## src/rtl/mult_ctrl.sv

```systemverilog
// mult_ctrl: issue/sequence controller for the pipelined radix-4 Booth +
// Wallace multiplier core. It accepts one request at a time and extends the
// operands for signed or unsigned mode. It launches the core, counts the
// core's fixed latency, then captures the product and holds it until
// writeback takes it. A flush aborts whatever is in flight.
//
// Ports:
//   clk, resetn              clock (rising edge), async active-low reset
//   req_valid/req_ready      request handshake from EX
//   req_signed, req_x, req_y request mode and operands
//   flush                    abort any op in flight
//   core_start               one-cycle launch pulse to the core
//   core_x, core_y           DATA_W+1 extended operands to the core
//   core_prod                core product, valid PIPE_LAT cycles after core_start
//   res_valid/res_ready      result handshake to writeback
//   res_prod                 {hi, lo} product
//   busy                     controller not idle (HI/LO interlock)
module mult_ctrl #(
  parameter int DATA_W   = 32,
  parameter int PIPE_LAT = 2
) (
  input  logic                  clk,
  input  logic                  resetn,
  input  logic                  req_valid,
  output logic                  req_ready,
  input  logic                  req_signed,
  input  logic [DATA_W-1:0]     req_x,
  input  logic [DATA_W-1:0]     req_y,
  input  logic                  flush,
  output logic                  core_start,
  output logic [DATA_W:0]       core_x,
  output logic [DATA_W:0]       core_y,
  input  logic [2*DATA_W-1:0]   core_prod,
  output logic                  res_valid,
  input  logic                  res_ready,
  output logic [2*DATA_W-1:0]   res_prod,
  output logic                  busy
);

  typedef enum logic [1:0] {
    IDLE = 2'd0,
    BUSY = 2'd1,
    DONE = 2'd2
  } state_t;

  localparam logic [3:0] CNT_INIT = 4'(PIPE_LAT - 1);

  state_t      state_r;
  state_t      state_next_s;
  logic [3:0]  cnt_r;
  logic        accept_s;
  logic        capture_s;

  // Extend an operand to DATA_W+1 bits: sign bit in signed mode, zero otherwise.
  function automatic logic [DATA_W:0] ext_operand(input logic sgn, input logic [DATA_W-1:0] v);
    return {sgn & v[DATA_W-1], v};
  endfunction

  // A request can be taken when idle, or when the held result retires this same cycle.
  assign req_ready = !flush && ((state_r == IDLE) || ((state_r == DONE) && res_ready));
  assign accept_s  = req_valid && req_ready;
  assign busy      = (state_r != IDLE);

  // The launch cycle does not count. This makes the capture land PIPE_LAT+1 edges after accept.
  assign capture_s = (state_r == BUSY) && (cnt_r == 4'd0) && !core_start;

  // State register.
  always_ff @(posedge clk or negedge resetn) begin
    if (!resetn) begin
      state_r <= IDLE;
    end else begin
      state_r <= state_next_s;
    end
  end

  // Next-state decode; flush overrides everything, including a res_ready handshake.
  always_comb begin
    state_next_s = state_r;
    if (flush) begin
      state_next_s = IDLE;
    end else begin
      case (state_r)
        IDLE: begin
          if (accept_s) begin
            state_next_s = BUSY;
          end else begin
            state_next_s = IDLE;
          end
        end
        BUSY: begin
          if (capture_s) begin
            state_next_s = DONE;
          end else begin
            state_next_s = BUSY;
          end
        end
        DONE: begin
          if (accept_s) begin
            state_next_s = BUSY;
          end else if (res_ready) begin
            state_next_s = IDLE;
          end else begin
            state_next_s = DONE;
          end
        end
        default: begin
          state_next_s = IDLE;
        end
      endcase
    end
  end

  // Latency counter, launch pulse, operand registers and result holding register.
  always_ff @(posedge clk or negedge resetn) begin
    if (!resetn) begin
      cnt_r      <= 4'd0;
      core_start <= 1'b0;
      core_x     <= {(DATA_W+1){1'b0}};
      core_y     <= {(DATA_W+1){1'b0}};
      res_valid  <= 1'b0;
      res_prod   <= {(2*DATA_W){1'b0}};
    end else begin
      core_start <= 1'b0;
      if (flush) begin
        // res_prod deliberately keeps its old value; only the valid flag is dropped.
        cnt_r     <= 4'd0;
        res_valid <= 1'b0;
      end else if (accept_s) begin
        cnt_r      <= CNT_INIT;
        core_start <= 1'b1;
        core_x     <= ext_operand(req_signed, req_x);
        core_y     <= ext_operand(req_signed, req_y);
        res_valid  <= 1'b0;
      end else if (capture_s) begin
        res_prod  <= core_prod;
        res_valid <= 1'b1;
      end else begin
        if ((state_r == BUSY) && (cnt_r != 4'd0) && !core_start) begin
          cnt_r <= cnt_r - 4'd1;
        end else begin
          cnt_r <= cnt_r;
        end
        if ((state_r == DONE) && res_ready) begin
          res_valid <= 1'b0;
        end else begin
          res_valid <= res_valid;
        end
      end
    end
  end

endmodule

```

## config.mk

```make
export PLATFORM = sky130hd
export DESIGN_NAME = mult_ctrl
export DESIGN_NICKNAME = d
export VERILOG_FILES = /design/src/rtl/mult_ctrl.sv
export SDC_FILE = /design/constraint.sdc
export NUM_CORES = 1
export LEC_CHECK = 0
export CELL_PAD_IN_SITES_DETAIL_PLACEMENT = 1
export CELL_PAD_IN_SITES_GLOBAL_PLACEMENT = 1
export CORE_UTILIZATION = 34
export CTS_BUF_LIST = sky130_fd_sc_hd__clkbuf_16
export DETAILED_ROUTE_END_ITERATION = 7
export PLACE_DENSITY_LB_ADDON = 0.2
export SLEW_MARGIN = 15
export SYNTH_ARGS = -nofsm -noshare
export SYNTH_HDL_FRONTEND = slang
export SYNTH_SLANG_ARGS = --single-unit
```

## constraint.sdc

```tcl
create_clock -name clk -period 5.2 [get_ports clk]
set_clock_uncertainty 0.1 [all_clocks]
set_input_delay 1.04 -clock clk [delete_from_list [all_inputs] [get_ports clk]]
set_output_delay 1.04 -clock clk [all_outputs]
set_load 0.02 [all_outputs]
```

After elaboration in Yosys (flattened, before gate mapping)
Cells that the tools add are included.
{ "op_classes": {"n_reduce_logical": 19, "mul": 0, "muxes": 16, "order_cmp": 0, "bitwise_logic": 4, "n_div": 0, "addsub": 1, "shift": 0, "eq_ne": 3} }
{ "ops": {"columns": ["cell", "count"], "rows": [
  ["2-to-1 mux 4 bit", 4],
  ["2-to-1 mux 2 bit", 4],
  ["nonzero test 4 bit", 2],
  ["logical AND 1 bit", 7],
  ["2-to-1 mux 1 bit", 7],
  ["case mux 2 bit (3 select lines)", 1],
  ["logical NOT 4 bit", 1],
  ["AND reduction 2 bit", 2],
  ["subtractor 4 x 1 -> 4 bit (second input constant)", 1],
  ["!= test 3 bit (second input constant)", 1],
  ["AND reduction 3 bit", 1],
  ["nonzero test 3 bit", 1],
  ["bitwise AND 1 bit", 2],
  ["equality test 2 x 1 -> 1 bit (second input constant)", 1],
  ["equality test 2 bit (second input constant)", 1],
  ["logical NOT 1 bit", 2],
  ["logical NOT 2 bit", 1],
  ["inverter 1 bit", 2],
  ["nonzero test 2 bit", 1],
  ["logical OR 1 bit", 1]
]} }
{ "word_totals": {"mem_count": 0, "elab_cells": 50, "ramBits": 0, "latch_bits": 0, "mem_bits_ro": 0, "reg_bits": 138} }

Longest topological paths before layout
Gate-level depths: netlist of the first run.
{ "depth": {"depth_word": 8, "mapped_depth": 7, "mapped_depth_nobuf": 5} }

Least setup slack after synthesis of the first run
Ideal clock, no wire load.
{ "synth_timing": {"path_type": "input to output", "startpoint": "input flush", "endpoint": "output req_ready", "arrival_ns": 1.576, "slack_ns": 2.484, "path_buffers": 1, "stages": 3, "path_cell_list": "clkbuf_1 nor2_1 and2_1"} }
{ "synth_via": {"elab_chain_cells": 2} }
{ "synth_lines": {"columns": ["element", "line", "source"], "rows": [
  ["from (decl)", "29", "input logic flush,"],
  ["logical NOT 1 bit", "60", "assign req_ready = !flush && ((state_r == IDLE) || ((state_r == DONE) && res_ready));"],
  ["logical AND 1 bit", "60", null],
  ["to (decl)", "25", "output logic req_ready,"]
]} }
Every way passes these cells.

Worst setup path after layout of the first run
Ends and elaborated chain as after synthesis.

==> flow_summary.toml, run 1 <==
[worst_setup_path]
path_class = "in2out"
reg2reg_slack_ns = 2.34
cp.arrival_ns = 2.64
crit_start = "flush"
rr_endpoint = "res_prod[1]$_DFFE_PN0P_"
critPathMaxFanout = 7
reg2reg_from = "cnt_r[0]$_DFFE_PN0P_"
cp-end-kind = "primary output"
rr_worst_depth = 6
cp.required_ns = 4.06
timing.critical_path.from_type = "input pin"
crit_path_end = "req_ready"

[routing]
via_per_inst = 4.548
drt_wl_total_mm = 14.96
ant_nets = 0
drcViolationCount = 0
routedWlPerCell_um = 18.05
drtIter0Drc = 102
drt-pass1-iter-count = 4
vias = 3770

[final_layout]
drive_above_1_share = 0.2729
regArea_mm2 = 0.003453
design_area_mm2 = 0.009010
layout.nets = 735
fillers = 1560
multiInputGateArea_mm2 = 0.001958
area_delta_synth_final_pct = 63.10

[global_routing]
grt_first_pass_wirelength_mm = 23.10
track_usage = 0.1834
antenna_found_initial = 0
first_global_vias = 4244
grt_overflow = 0
grt_max_degree = 109

[synthesis]
syn_inst = 325
yosysUniqueCellTypes = 31
syn_area_mm2 = 0.005524
synth_fp_nets = 461
yosys.area.top_type = "dfrtp_1"
synth_edf_count = 0
netlist_top_cells_count = "dfrtp_1, mux2_2, mux2_4"
yosysTopAreaCellShare = 0.6251
async_reset_ff_frac = 1.000
yosysMostFrequentCell = "dfrtp_1"
synth_warnings = 0
ys_dominant_reg_cell = "dfrtp_1"
synthTopCellsByArea = "dfrtp_1, mux2_4, mux2_2, buf_6, a2111oi_4"
syn_area_per_cell_um2 = 17.00
synth_seq_area_share = 0.6251
synth_seq_cells = 138

[placed_design]
place_area_mm2 = 0.008401
io_buffers = 267
gp_congestion = 0.7547
hpwl_mm = 10.67
place_ws_ns = 1.406

[clock_network]
cts_buffers = 17
cts_resized = 0
cts_buffer_depth = 2
cts_setup_buffers = 0
cts-root-buf = "clkbuf_16"
hold_buffers = 0
clk_latency_ns = 0.41
cts_tree = "yes"
clk_pin_slew_ns = 0.06
cts_sinks = 138
htreeDepth = 4

[die]
coreArea_mm2 = 0.01589
die_y_um = 129.5
start_util = 0.3477
die_area_mm2 = 0.01676
die_w_um = 129.5
ioPinCount = 268
rows = 46

[sta]
layout_setup_ws_ns = 1.418
hold_viol = 0
relSlewSlack = 0.3478
drv_slew = 0
timing.fmax_ghz = 0.2644
worstMarginPinSlew_ns = 0.9783
finalSetupViolations = 0
period_needed_ns = 3.782
tns_ns = 0
period_share = 0.7272
rsz0062_at_grt = "false"

[power]
vdd_ir_drop_max_mv = 0.2935
p_per_area_mw_per_mm2 = 477.3
power.leakage_nw = 3.840

[outcome]
outcome = "completed"

[min_path]
min_path_type = "reg2reg"

[flow_run]
drv_cap = 0
==> cells by family after synthesis <==
kind of cell	count (synthesis)	synth area share
AOI/OAI and AO/OA	13	0.01835
DFF	138	0.6251
muxes	130	0.3053
adders and majority gates	2	0.004529
and+or+nand+nor	21	0.02401
buffers and inverters	21	0.02265
==> report_power, final <==
part | internal (mW) | leakage, nW | switching, mW
Sequential | 1.36 | 1.68 | 0.162
Clock | 0.794 | 0.297 | 0.451
Combinational | 0.878 | 1.86 | 0.654
Total | 3.03 | 3.84 | 1.27
==> area by class of cell <==
type | instances | share of cell area
inverter | 6 | 0.002500
clock buffer | 17 | 0.04722
antenna | 1 | 0.0002777
clock inverter | 15 | 0.02014
tap | 216 | 0.03000
sequential | 138 | 0.3833
timing repair buffer | 270 | 0.2993
multi-input combinational | 166 | 0.2173
==> registers in the layout (all words and copies together), names as in the netlist <==
register and count:
core_start 1, res_valid 1, res_prod 64, cnt_r 4
state_r 2, core_y 33, core_x 33
==> worst max-delay path, stage by stage <==
cell and delay [ns]:
clkdlybuf4s50_1 0.56, nor2_1 0.26, and2_1 0.16, clkdlybuf4s50_1 0.61
==> worst min-delay path by stage <==
| stage | startpoint | end | slack [ns] | cells past startpoint |
|---|---|---|---|---|
| floorplan | state_r[0]$_DFF_PN0_ | state_r[1]$_DFF_PN0_ | 0.43 | 1 |
| global placement | core_x[10]$_DFFE_PN0P_ | core_x[10]$_DFFE_PN0P_ | 0.39 | 1 |
| detailed placement | res_prod[51]$_DFFE_PN0P_ | res_prod[51]$_DFFE_PN0P_ | 0.39 | 1 |
| CTS | core_y[9]$_DFFE_PN0P_ | core_y[9]$_DFFE_PN0P_ | 0.41 | 1 |
| global route | core_x[21]$_DFFE_PN0P_ | core_x[21]$_DFFE_PN0P_ | 0.42 | 1 |
| finish | core_y[17]$_DFFE_PN0P_ | core_y[17]$_DFFE_PN0P_ | 0.40 | 1 |
==> metal layers <==
| layer | vias up | track usage | part of all wire |
|---|---|---|---|
| li1 | 1691 | - | - |
| met1 | 1924 | 0.2004 | 0.37 |
| met2 | 142 | 0.3242 | 0.54 |
| met3 | 13 | 0.07019 | 0.079 |
| met4 | 0 | 0.06566 | 0.014 |
| met5 | - | 0 | 0 |
==> placed cells by master (no fill, tap or decap), types with 3 or more instances in the layout <==
cell / Yosys / final
inv_1: 6 / 6
bufinv_16: 0 / 4
or4_1: 3 / 3
nand2_1: 4 / 4
clkdlybuf4s50_1: 0 / 266
clkbuf_16: 0 / 17
buf_4: 0 / 3
dfrtp_1: 138 / 138
clkinv_2: 0 / 6
mux2_4: 60 / 60
mux2_2: 68 / 68
a21oi_1: 5 / 5
o21ai_0: 3 / 3
==> through the flow <==
step | std cells | hold WS (ns) | total power, mW | util
global placement | 796 | 0.3855 | 3.039 | 0.5288
CTS | 828 | 0.4055 | 4.363 | 0.5670
finish | 829 | 0.4002 | 4.301 | 0.5672
floorplan | 325 | 0.4266 | 2.265 | -
global route | 828 | 0.4190 | 4.503 | 0.5670
detailed placement | 796 | 0.3923 | 3.080 | 0.5288
(Power assumes the default switching activity.)
==> run 2, diff against run 1 <==
CORE_UTILIZATION = 29   (was 34)
clock period = 3.3 ns   (was 5.2 ns; I/O delays follow)
==> run 2 against run 1 <==
Clock-buffer cell count unchanged. Critical path depth unchanged. Worst setup slack worse by 1.1 ns. Highest routed layer unchanged.
==> flow_summary.toml, run 2 (synthesis gave the netlist of run 1 again) <==
[outcome]
outcome = "completed"

[final_layout]
reg_top3 = "res_prod (64), core_x (33), core_y (33)"
area_delta_synth_final_pct = 64.80
layout.nets = 738
top_register = "res_prod"
drive_above_1_share = 0.2715
final_common_cell = "clkdlybuf4s50_1"
final_cell_mix = "clkdlybuf4s50_1, dfrtp_1, mux2_2, mux2_4, clkbuf_16"
largest_reg_flops = 64
antenna_cells = 0

[clock_network]
htreeDepth = 4
cts_tree = "yes"
cts_buffers = 17
clk_pin_slew_ns = 0.06
cts_setup_buffers = 0
cts_resized = 0
hold_buffers = 0
cts_buffer_depth = 2
cts-root-buf = "clkbuf_16"
clk_latency_ns = 0.41
cts_sinks = 138

[worst_setup_path]
cp.arrival_ns = 2.20
reg2reg_slack_ns = 0.72
timing.critical_path.from_type = "input pin"
critPathMaxFanout = 5
cp-end-kind = "primary output"
rr_worst_depth = 6
path_class = "in2out"
cp.required_ns = 2.54

[min_path]
min_path_type = "in2async"

[global_routing]
grt_max_degree = 67
grt_overflow = 0
grt-busiest-layer = "met2"
met3_usage = 0.05915
first_global_vias = 4276
grt_first_pass_wirelength_mm = 23.78
antenna_found_initial = 0
track_usage = 0.1587
grt_util_met1 = 0.1746
gr-usage-met2 = 0.2784

[placed_design]
gp_congestion = 0.7226
hpwl_mm = 10.83
io_buffers = 267

[die]
coreArea_mm2 = 0.01871
die_y_um = 140.0
rows = 50
start_util = 0.2953
die_area_mm2 = 0.01960
die_w_um = 140.0
ioPinCount = 268

[sta]
finalSetupViolations = 0
relSlewSlack = 0.6532
worstMarginPinSlew_ns = 0.5191
rsz0062_at_grt = "false"
period_share = 0.8969
timing.fmax_ghz = 0.3379
period_needed_ns = 2.960
hold_viol = 0
drv_slew = 0
tns_ns = 0

[power]
vdd_ir_drop_max_mv = 0.4102
seq_power_share = 0.353
combPwrFrac = 0.356
switching_share = 0.2943
power.leakage_nw = 3.877
clkPwrFrac = 0.291
p_per_area_mw_per_mm2 = 745.3
p_int_mw = 4.788
power_mw = 6.785
switching_power_mw = 1.997

[routing]
via_per_inst = 4.459
drtIter0Drc = 78
routedWlPerCell_um = 17.51
drcViolationCount = 0
drt-pass1-iter-count = 4
drt_wl_total_mm = 14.87
ant_nets = 0
vias = 3786

[flow_run]
drv_cap = 0
==> run 2: cell types whose count changed in the layout (fill, tap and decap cells not counted) <==
cell and change:
buf_12 +4, buf_4 -1, clkinv_1 +1, clkinv_2 -4, clkinv_4 +1, clkinvlp_4 -1
diode_2 -1, inv_1 +2, inv_6 +1
==> run 2: power by group through the flow <==
stage,registers (mW),clock network [mW],logic (mW)
CTS,2.40,2.04,2.45
floorplan,2.96,0,0.612
finish,2.40,1.97,2.41
global placement,2.40,0,2.41
global route,2.46,2.10,2.54
detailed placement,2.42,0,2.44
==> run 2: path summary, 6_finish.rpt <==
kind,from,to
worst max-delay path,res_ready,req_ready
worst min-delay path,resetn,res_prod[62]$_DFFE_PN0P_
worst max register to register,cnt_r[0]$_DFFE_PN0P_,res_prod[63]$_DFFE_PN0P_
worst min register to register,core_y[19]$_DFFE_PN0P_,core_y[19]$_DFFE_PN0P_
max in group asynchronous,resetn,core_x[10]$_DFFE_PN0P_
min in group clk,core_y[19]$_DFFE_PN0P_,core_y[19]$_DFFE_PN0P_
==> run 2: area by class of cell <==
| class | instances | area (um^2) |
|---|---|---|
| timing repair buffer | 273 | 2769 |
| fill | 1837 | 9602 |
| tap | 234 | 292.8 |
| clock buffer | 17 | 425.4 |
| inverter | 6 | 22.52 |
| multi-input combinational | 166 | 1958 |
| clock inverter | 15 | 182.7 |
| sequential | 138 | 3453 |
==> run 2: stage by stage <==
step                      std cells  hold slack, ns    util  cell area, um^2  setup WS [ns]
final                           849         0.05511  0.4867             9104         0.3403
after global placement          817          0.3866  0.4542             8496         0.3302
after floorplan                 325          0.2644       -             5524         0.7933
after detailed placement        817          0.3923  0.4542             8496         0.3376
after global routing            849         0.07246  0.4867             9104         0.2771
after CTS                       849         0.06010  0.4867             9104         0.3301
==> run 2: routing by layer <==
metal / part of all wire / vias to the layer above / routed length, um
met5: 0 / - / 0
met4: 0.019 / 0 / 284
met3: 0.068 / 21 / 1009
met2: 0.53 / 144 / 7828
met1: 0.39 / 1917 / 5745
li1: - / 1704 / -
==> run 2: worst max-delay path, stage by stage <==
cell and delay, ns:
clkdlybuf4s50_1 0.47, nand2b_1 0.27, and2_1 0.18, clkdlybuf4s50_1 0.61
==> run 3, diff against run 2 <==
CELL_PAD_IN_SITES_DETAIL_PLACEMENT = 0   (was 1)
==> run 3 against run 2 <==
Core utilization shrank 0.13 points. Global-route usage shrank 1.1 points. Die area is the same. Cell area shrank 0.27%. Routed wire length shrank 6.4%. Clock power shrank 5%. Non-clock buffer count is the same. Sequential power is essentially flat. Largest cell class unchanged. Highest routed layer unchanged.
==> flow_summary.toml, run 3 (synthesis gave the netlist of run 1 again) <==
[outcome]
outcome = "completed"

[global_routing]
grt_first_pass_wirelength_mm = 22.22
grt_max_degree = 67
grt_overflow = 0
track_usage = 0.1482
first_global_vias = 4006
antenna_found_initial = 0

[placed_design]
gp_congestion = 0.7226
dp_cells = 817
io_buffers = 267
hpwl_mm = 9.949
place_area_mm2 = 0.008496
place_ws_ns = 0.3255

[final_layout]
final_common_cell = "clkdlybuf4s50_1"
final_cell_mix = "clkdlybuf4s50_1, dfrtp_1, mux2_2, mux2_4, clkbuf_16"
area_delta_synth_final_pct = 64.35
drive_above_1_share = 0.2752
top_register = "res_prod"
antenna_cells = 0
largest_reg_flops = 64
layout.nets = 738
finalNonFillerCells = 848
design_area_mm2 = 0.009079
fin_util = 0.4854
reg_top3 = "res_prod (64), core_x (33), core_y (33)"

[clock_network]
cts_buffer_depth = 2
cts_setup_buffers = 0
cts-root-buf = "clkbuf_16"
cts_buffers = 17
cts_tree = "yes"
hold_buffers = 0
clk_pin_slew_ns = 0.06
cts_sinks = 138
htreeDepth = 4
clk_latency_ns = 0.41
cts_resized = 0

[routing]
via_per_inst = 4.367
ant_nets = 0
routedWlPerCell_um = 16.42
vias = 3703
drt-pass1-iter-count = 4
drtIter0Drc = 88
drt_wl_total_mm = 13.92
drcViolationCount = 0

[die]
start_util = 0.2953
rows = 50
die_y_um = 140.0
die_w_um = 140.0
ioPinCount = 268
coreArea_mm2 = 0.01871
die_area_mm2 = 0.01960

[worst_setup_path]
path_class = "in2out"
timing.critical_path.from_type = "input pin"
cp.required_ns = 2.54
cp.arrival_ns = 2.22
rr_worst_depth = 6
cp-end-kind = "primary output"
reg2reg_from = "cnt_r[0]$_DFFE_PN0P_"
reg2reg_slack_ns = 0.76
rr_endpoint = "res_prod[63]$_DFFE_PN0P_"
critPathMaxFanout = 5

[sta]
rsz0062_at_grt = "false"
fin_hold_ws_ns = 0.04984
relSlewSlack = 0.6636
worstMarginPinSlew_ns = 0.5046
drv_slew = 0
finalSetupViolations = 0
tns_ns = 0
period_needed_ns = 2.980
hold_viol = 0
timing.fmax_ghz = 0.3356
period_share = 0.9030
layout_setup_ws_ns = 0.3202

[power]
power.leakage_nw = 3.858
vdd_ir_drop_max_mv = 0.3189
p_per_area_mw_per_mm2 = 735.3
power_mw = 6.675

[min_path]
min_path_type = "in2async"

[flow_run]
drv_cap = 0
[run 3: cell count changes in the layout (fill, tap and decap cells not counted), sizes merged]
cell,before,now
inv,9,7
bufinv,4,3
clkinvlp,1,3
[run 3: area by class of cell]
type | count | area, um^2
flip-flops and latches | 138 | 3453
clock buffers | 17 | 425.4
inverters | 6 | 22.52
well taps | 234 | 292.8
fillers | 1611 | 9627
multi-input cells | 166 | 1958
repair buffers | 273 | 2769
clock inverters | 14 | 157.7
[run 3: worst max-delay path by stage]
stage / from / endpoint / slack, ns / depth (start not counted)
after floorplan: cnt_r[0]$_DFFE_PN0P_ / res_prod[10]$_DFFE_PN0P_ / 0.79 / 7
after global placement: res_ready / req_ready / 0.33 / 4
after detailed placement: res_ready / req_ready / 0.33 / 4
after CTS: res_ready / req_ready / 0.32 / 4
after global routing: res_ready / req_ready / 0.28 / 4
final: res_ready / req_ready / 0.32 / 4
[run 3: worst max-delay path: stages]
cell	delay [ns]
clkdlybuf4s50_1	0.48
nand2b_1	0.28
and2_1	0.18
clkdlybuf4s50_1	0.62
[run 3: per-layer routing]
| layer | vias up | track usage | share of wire | wire, um |
|---|---|---|---|---|
| met5 | - | 0 | 0 | 0 |
| met4 | 0 | 0.05437 | 0.014 | 199 |
| met3 | 15 | 0.05641 | 0.068 | 949 |
| met2 | 132 | 0.2479 | 0.51 | 7154 |
| met1 | 1857 | 0.1725 | 0.40 | 5619 |
| li1 | 1699 | - | - | - |
[run 3: report_power, final]
part	internal [mW]	total [mW]	leakage [nW]	switching, mW
Sequential	2.15	2.39	1.68	0.248
Clock	1.17	1.88	0.283	0.710
Combinational	1.39	2.40	1.89	1.01
Total	4.71	6.68	3.86	1.97
